## config.mk

```make
export PLATFORM = sky130hd
export DESIGN_NAME = jtag_shift_sequencer
export DESIGN_NICKNAME = d
export VERILOG_FILES = /design/src/rtl/jtag_shift_sequencer.sv
export SDC_FILE = /design/constraint.sdc
export NUM_CORES = 1
export LEC_CHECK = 0
export BUFFER_PORTS_ARGS = -buffer_cell sky130_fd_sc_hd__buf_2
export CORE_ASPECT_RATIO = 0.9
export CORE_MARGIN = 2
export CORE_UTILIZATION = 56
export DETAILED_ROUTE_END_ITERATION = 12
export PLACE_DENSITY = 0.77
export SYNTH_ARGS = -nofsm -noshare
export SYNTH_HDL_FRONTEND = slang
export SYNTH_SLANG_ARGS = --single-unit
export TNS_END_PERCENT = 50
```

## constraint.sdc

```tcl
create_clock -name clk -period 2.7 [get_ports clk]
set_input_delay 0.135 -clock clk [delete_from_list [all_inputs] [get_ports clk]]
set_output_delay 0.135 -clock clk [all_outputs]
set_load 0.005 [all_outputs]
```

## src/rtl/jtag_shift_sequencer.sv

```systemverilog
// jtag_shift_sequencer
// JTAG master that owns the TAP pins and runs one complete IR or DR scan per command,
// starting and ending in Run-Test/Idle. TCK is derived from clk: each tick is DIV clk
// cycles low followed by DIV clk cycles high. After reset it pulses TRST and walks the
// TAP through Test-Logic-Reset into Run-Test/Idle before accepting commands.
//
// Ports:
//   clk, reset          system clock, synchronous active-high reset
//   cmd_valid/ready     command handshake; cmd_is_ir selects IR vs DR scan,
//                       cmd_len is the bit count (0 = 64), cmd_data is TDI, LSB first
//   rsp_valid/ready     response handshake; rsp_data holds captured TDO, bit i = i-th shift
//   jtag_TCK/TMS/TDI    TAP drive pins
//   jtag_TDO            TAP data return
//   jtag_TRST           TAP reset, active-high
module jtag_shift_sequencer #(
  parameter int unsigned DIV = 2
) (
  input  logic        clk,
  input  logic        reset,
  input  logic        cmd_valid,
  output logic        cmd_ready,
  input  logic        cmd_is_ir,
  input  logic [5:0]  cmd_len,
  input  logic [63:0] cmd_data,
  output logic        rsp_valid,
  input  logic        rsp_ready,
  output logic [63:0] rsp_data,
  output logic        jtag_TCK,
  output logic        jtag_TMS,
  output logic        jtag_TDI,
  input  logic        jtag_TDO,
  output logic        jtag_TRST
);

  localparam int unsigned PW = $clog2(DIV) + 1;
  localparam logic [PW-1:0] PhaseLast = PW'(DIV - 1);

  typedef enum logic [2:0] {
    StRstSeq,
    StIdle,
    StHead,
    StShift,
    StTail,
    StResp
  } state_e;

  state_e        state_q, state_d;
  logic [PW-1:0] phase_q, phase_d;
  logic          tck_q, tck_d;
  logic          tms_q, tms_d;
  logic          tdi_q, tdi_d;
  logic          trst_q, trst_d;
  logic [6:0]    tick_q, tick_d;   // tick index within the current state
  logic [6:0]    len_q, len_d;     // effective scan length, 1..64
  logic          is_ir_q, is_ir_d;
  logic [63:0]   shift_q, shift_d;
  logic [63:0]   cap_q, cap_d;

  logic       in_tick;
  logic       phase_last;
  logic       tick_end;
  logic [6:0] head_last;

  // TRST still high means this is the first cycle out of reset: no tick is running yet.
  assign in_tick = (state_q == StHead) || (state_q == StShift) || (state_q == StTail) ||
                   ((state_q == StRstSeq) && !trst_q);
  assign phase_last = (phase_q == PhaseLast);
  assign tick_end   = in_tick && tck_q && phase_last;
  assign head_last  = is_ir_q ? 7'd3 : 7'd2;

  always_comb begin
    state_d = state_q;
    phase_d = phase_q;
    tck_d   = tck_q;
    tms_d   = tms_q;
    tdi_d   = tdi_q;
    trst_d  = trst_q;
    tick_d  = tick_q;
    len_d   = len_q;
    is_ir_d = is_ir_q;
    shift_d = shift_q;
    cap_d   = cap_q;

    if (in_tick) begin
      if (phase_last) begin
        phase_d = '0;
        tck_d   = ~tck_q;
      end else begin
        phase_d = phase_q + PW'(1);
      end
    end

    // TDO is taken in the first cycle TCK is high.
    if ((state_q == StShift) && tck_q && (phase_q == '0)) begin
      cap_d[tick_q[5:0]] = jtag_TDO;
    end

    // TMS/TDI for the next tick are loaded at tick_end so they change with TCK falling.
    case (state_q)
      StRstSeq: begin
        if (trst_q) begin
          trst_d  = 1'b0;
          tms_d   = 1'b1;
          tdi_d   = 1'b0;
          tck_d   = 1'b0;
          phase_d = '0;
          tick_d  = '0;
        end else if (tick_end) begin
          if (tick_q == 7'd5) begin
            state_d = StIdle;
            tms_d   = 1'b0;
          end else begin
            tick_d = tick_q + 7'd1;
            tms_d  = (tick_q != 7'd4);  // ticks 0..4 hold TMS=1, tick 5 drops it
          end
        end
      end

      StIdle: begin
        if (cmd_valid) begin
          state_d = StHead;
          is_ir_d = cmd_is_ir;
          len_d   = (cmd_len == 6'd0) ? 7'd64 : {1'b0, cmd_len};
          shift_d = cmd_data;
          cap_d   = '0;
          tick_d  = '0;
          tms_d   = 1'b1;
          tdi_d   = 1'b0;
          tck_d   = 1'b0;
          phase_d = '0;
        end
      end

      StHead: begin
        if (tick_end) begin
          if (tick_q == head_last) begin
            state_d = StShift;
            tick_d  = '0;
            tdi_d   = shift_q[0];
            shift_d = shift_q >> 1;
            tms_d   = (len_q == 7'd1);
          end else begin
            tick_d = tick_q + 7'd1;
            // IR: 1,1,0,0 ; DR: 1,0,0
            tms_d  = is_ir_q ? (tick_q == 7'd0) : 1'b0;
          end
        end
      end

      StShift: begin
        if (tick_end) begin
          if (tick_q == len_q - 7'd1) begin
            state_d = StTail;
            tick_d  = '0;
            tms_d   = 1'b1;
            tdi_d   = 1'b0;
          end else begin
            tick_d  = tick_q + 7'd1;
            tdi_d   = shift_q[0];
            shift_d = shift_q >> 1;
            tms_d   = (tick_q + 7'd2 == len_q);
          end
        end
      end

      StTail: begin
        if (tick_end) begin
          if (tick_q == 7'd0) begin
            tick_d = 7'd1;
            tms_d  = 1'b0;
          end else begin
            state_d = StResp;
            tms_d   = 1'b0;
            tdi_d   = 1'b0;
          end
        end
      end

      StResp: begin
        if (rsp_ready) begin
          state_d = StIdle;
        end
      end

      default: begin
        state_d = StRstSeq;
      end
    endcase
  end

  always_ff @(posedge clk) begin
    if (reset) begin
      state_q <= StRstSeq;
      phase_q <= '0;
      tck_q   <= 1'b0;
      tms_q   <= 1'b1;
      tdi_q   <= 1'b0;
      trst_q  <= 1'b1;
      tick_q  <= '0;
      len_q   <= '0;
      is_ir_q <= 1'b0;
      shift_q <= '0;
      cap_q   <= '0;
    end else begin
      state_q <= state_d;
      phase_q <= phase_d;
      tck_q   <= tck_d;
      tms_q   <= tms_d;
      tdi_q   <= tdi_d;
      trst_q  <= trst_d;
      tick_q  <= tick_d;
      len_q   <= len_d;
      is_ir_q <= is_ir_d;
      shift_q <= shift_d;
      cap_q   <= cap_d;
    end
  end

  assign cmd_ready = (state_q == StIdle);
  assign rsp_valid = (state_q == StResp);
  assign rsp_data  = cap_q;
  assign jtag_TCK  = tck_q;
  assign jtag_TMS  = tms_q;
  assign jtag_TDI  = tdi_q;
  assign jtag_TRST = trst_q;

endmodule

```

After elaboration in Yosys (flattened, before gate mapping)
Cells that the tools add are included.

$lt $le $gt $ge: 2. Multiplexer cells: 67. Reduce and logical (&&, ||, !) cells: 22. Equality and inequality tests: 28. Add/subtract/negate cells: 4. Bitwise operators: 1.

Operator list (count): $mux W64 (8); $pmux W64 S3 (1); $mux W7 (11); $bwmux W64 (1); $pmux W7 S5 (1); $mux W3 (11); $mux W1 (24); $ne A2 B2 Y1 const B (9); $pmux W3 S6 (1); $reduce_and A8 Y1 (2); $eq A7 B7 Y1 (2); $reduce_and A6 Y1 (2); $reduce_and A11 Y1 (1); $ne A2 B1 Y1 const B (5); $pmux W1 S5 (2); $mux W2 (4); $add A7 B1 Y7 const B (1); $add A7 B2 Y7 const B (1); $eq A7 B1 Y1 const B (1); $eq A7 B2 Y1 (1); $eq A7 B3 Y1 const B (1); $logic_not A7 Y1 (1); $lt A6 B7 Y1 const B (1); $ne A7 B3 Y1 const B (1); 21 further kinds (31).

Register bits after elaboration: 152. Bits of input ports: 76. Logic and storage cells: 135. Output and inout port bits: 70.

Longest topological paths before layout
Depth after elaboration: 9. Gate-level depth with buffers: 11. Gate-level depth less buffers: 8.

Worst setup path before layout
OpenSTA, ideal clock, no wires.

Path kind: flip-flop to flip-flop. Start: register len_q[0]. End: register shift_q[10]. Cell stages (with the launch flop): 12. Setup time: 89 ps. Path buffers: 3. Period minus slack after synthesis: 2394 ps. Slack: 306 ps. Data required time: 2611 ps. Arrival time: 2305 ps. Cells stage by stage: dfxtp_1 -> inv_1 -> ha_1 -> clkbuf_1 -> o21ba_2 -> o211ai_1 -> a31oi_4 -> o2111ai_1 -> buf_2 -> clkbuf_1 -> a21oi_1 -> a311oi_2.

Cells in the longest elaborated chain, start to end: 4.

RTL lines: start, declared (line 54) `logic [6:0] len_q, len_d;`; start signal, assigned (line 212) `len_q <= len_d;`; $sub A7 B1 Y7 (line 152) `if (tick_q == len_q - 7'd1) begin`; $eq A7 B7 Y1 (line 152); $ne A2 B2 Y1 (no source line); $reduce_and A6 Y1 (no source line); end signal, assigned (line 214) `shift_q <= shift_d;`; end, declared (line 56) `logic [63:0] shift_q, shift_d;`.

No other way between the ends. A chain may end at the register's enable or synchronous reset.

Final worst setup path
Start: register len_q[3]. End: register shift_q[27].

Same word-level chain as after synthesis.

==> run summary <==
Synthesized flop and latch total: 152
Final Max Slew Viols: 0
Post-CTS Setup Inserts: 0
Die Area: 15000 sq um
CP Capture Type: flip-flop
Vias in the first global route: 7090
Grt total ovfl: 0
Drt first pass iters: 5
Starting DRT DRC Count: 562
FF-to-FF End: shift_q[27]
IO Pins: 146
Initial antenna violation count: 0
Crit path cell chain: or3_4 -> or4_4 -> a31oi_4 -> o2111ai_4 -> and2_2 -> buf_4 -> a311oi_2
Cell area after placement: 8740 sq um
Critical Path AT: 2.92 ns
Port Buf Inserts: 145
# diodes: 0
FF-to-FF path depth: 7
P per Cell Area: 515 nW/um^2
Post-DR vias/cell: 5.99
Starting Density: 56.7%
Fin crit share: 95.9%
Leading cell types in the layout, fill and taps excluded: nand2_1 (205), dfxtp_1 (151), buf_2 (144)
Avg Cell Area, Syn: 8.11 sq um
Max VDD drop: 0.476 mV
Syn nets: 1054
Die Ht: 116 um
Worst reg2reg path startpoint: len_q[3]
Post-DP HPWL: 13600 um
Slowest cell on crit path: or4_4
Setup crit start: len_q[3]
Warnings from Yosys: 0
Num CTS Buffers: 17
Total GRT Usage: 28.7%
Routability congestion estimate from global placement: 0.936
Die Span X: 129 um
Leak: 3.65 nW
CTS tree: done
Via count: 7715
R2R Setup Slk: 0.11 ns
WL final: 21300 um
Result of the run: finished, final reports clean
Yosys cell types: 64
Clock-pin transition on the worst setup and hold timing paths: 0.06 ns
Cell area after synthesis: 7860 sq um
# rows: 41
Clk sinks: 152
Residual DRC: 0
Final hold violations: 0
Register area share after synthesis: 38.7%
First-pass GRT wire length: 34900 um
Cells after synthesis: 969
Routed Antenna Nets: 0
Worst-path fanout max: 21
Clock H-tree levels: 4
Hold Path Class: input port to flip-flop
Slew of the pin with the lowest slew margin: 0.651 ns
Crit start category: flip-flop
Worst-skew pair later-pin latency: 0.43 ns
Largest net degree at the start of global routing: 67
Commonest non-fill, non-tap cell in the layout: nand2_1
Area Growth Syn to Fin: 22.7%
CP Class: flip-flop to flip-flop
Worst Setup EP: shift_q[27]
Fin nets: 1189
Avg WL per Cell: 16.5 um
Main flop type after synthesis: dfxtp_1
Post-synth EDFFs: 0
Clock buffer depth: 2
Ys async rst share: 0%
Clock Skews: 0.0104 ns
Setup TNS: 0 ns
Fmax: 0.386 GHz
Fraction of layout cells with a size suffix above 1: 26.6%
Fin area: 9630 sq um
# setup viols final: 0
CP peak stage delay: 0.53 ns
Clock root buffer: clkbuf_16
RSZ-0062 raised after global routing: false
Core footprint: 13900 sq um
Critical Path RT: 3.03 ns
Max-Cap Viols: 0
Slew headroom: 56.6%
Minimum clock period: 2.59 ns
## through the flow
stage / setup slack (ns) / util (%) / hold WS (ns) / instances / total power [mW]
6_report: 0.109 / 69.6 / 0.00217 / 1289 / 4.96
5_1_grt: 0.0326 / 69.6 / 0.0101 / 1289 / 5.09
4_1_cts: 0.0535 / 69.4 / 0.0000883 / 1288 / 4.96
3_5_place_dp: 0.129 / 63.1 / 0.395 / 1230 / 2.51
3_3_place_gp: 0.217 / 63.1 / 0.389 / 1230 / 2.51
2_1_floorplan: 0.306 / - / 0.271 / 969 / 2.42
## cells in the mapped netlist, types with 9 or more instances
| library cell | instances | area, sq um |
|---|---|---|
| nand4_1 | 15 | 93.8 |
| a21oi_1 | 126 | 631 |
| nor2_1 | 78 | 293 |
| mux2i_1 | 20 | 200 |
| ha_1 | 9 | 113 |
| nand2_1 | 207 | 777 |
| dfxtp_1 | 152 | 3040 |
| a311oi_2 | 60 | 901 |
| nand3_1 | 14 | 70.1 |
| o21ai_0 | 51 | 255 |
| nor3_1 | 9 | 45.0 |
| inv_1 | 10 | 37.5 |
| xnor2_1 | 10 | 87.6 |
| nor4_1 | 9 | 56.3 |
| clkbuf_1 | 80 | 300 |
## final cells by class
cell class / count / area (sq um)
tap: 172 / 215
clock inverter: 12 / 149
sequential: 152 / 3040
fill: 1103 / 4220
timing repair buffer: 211 / 1330
clock buffer: 20 / 457
multi-input combinational: 710 / 4390
inverter: 12 / 45.0
## power by group
group          total, mW  leakage, nW  internal, mW  switching (mW)
registers           2.25         1.23          2.25         0.00889
logic              0.241         2.12         0.104           0.138
clock network       2.47        0.300          1.50           0.968
## state kept, by name, indices dropped and copies added (netlist names)
signal,flops
jtag_TDI,1
state_q,3
jtag_TMS,1
shift_q,64
tick_q,7
rsp_data,64
jtag_TRST,1
phase_q,2
is_ir_q,1
jtag_TCK,1
len_q,7
## timing repair
| action | in CTS | in global routing |
|---|---|---|
| hold endpoints to repair | 26 | 1 |
| hold buffers | 26 | 1 |
| setup endpoints to repair | 0 | 8 |
| gates resized for setup | 0 | 5 |
## cell families after synthesis
group / after synthesis / synth area share [%]
xor gates and xnor gates: 16 / 1.96
adders and majority gates: 9 / 1.43
AOI/OAI and AO/OA: 287 / 28.1
DFF: 152 / 38.7
muxes: 22 / 2.84
buffers and inverters: 107 / 5.97
and+or+nand+nor: 376 / 21.0
## worst min path at each step
| stage | start | slack [ns] | endpoint | depth (start not counted) |
|---|---|---|---|---|
| final | cmd_data[44] | 0.002 | shift_q[44] | 3 |
| after global routing | cmd_data[56] | 0.01 | shift_q[56] | 3 |
| after CTS | cmd_data[22] | 0.00009 | shift_q[22] | 3 |
| after detailed placement | cmd_data[63] | 0.39 | shift_q[63] | 2 |
| after global placement | cmd_is_ir | 0.39 | is_ir_q | 3 |
| after floorplan | cmd_len[2] | 0.27 | len_q[2] | 2 |
## metal layers
metal / up-vias / part of all wire (%) / global-route usage (%)
li1: 3711 / - / -
met1: 3646 / 44 / 39.6
met2: 310 / 47 / 44.9
met3: 48 / 6.5 / 6.32
met4: 0 / 2.1 / 9.78
met5: - / 0 / 0
## worst max-delay path: cells and delay by family, from the launching register on
kind / cells / cell delay, ns
DFF: 1 / 0.36
and+or+nand+nor: 3 / 1.22
buffers and inverters: 1 / 0.25
AOI/OAI and AO/OA: 3 / 0.66
Power figures use the tool's default switching activity.
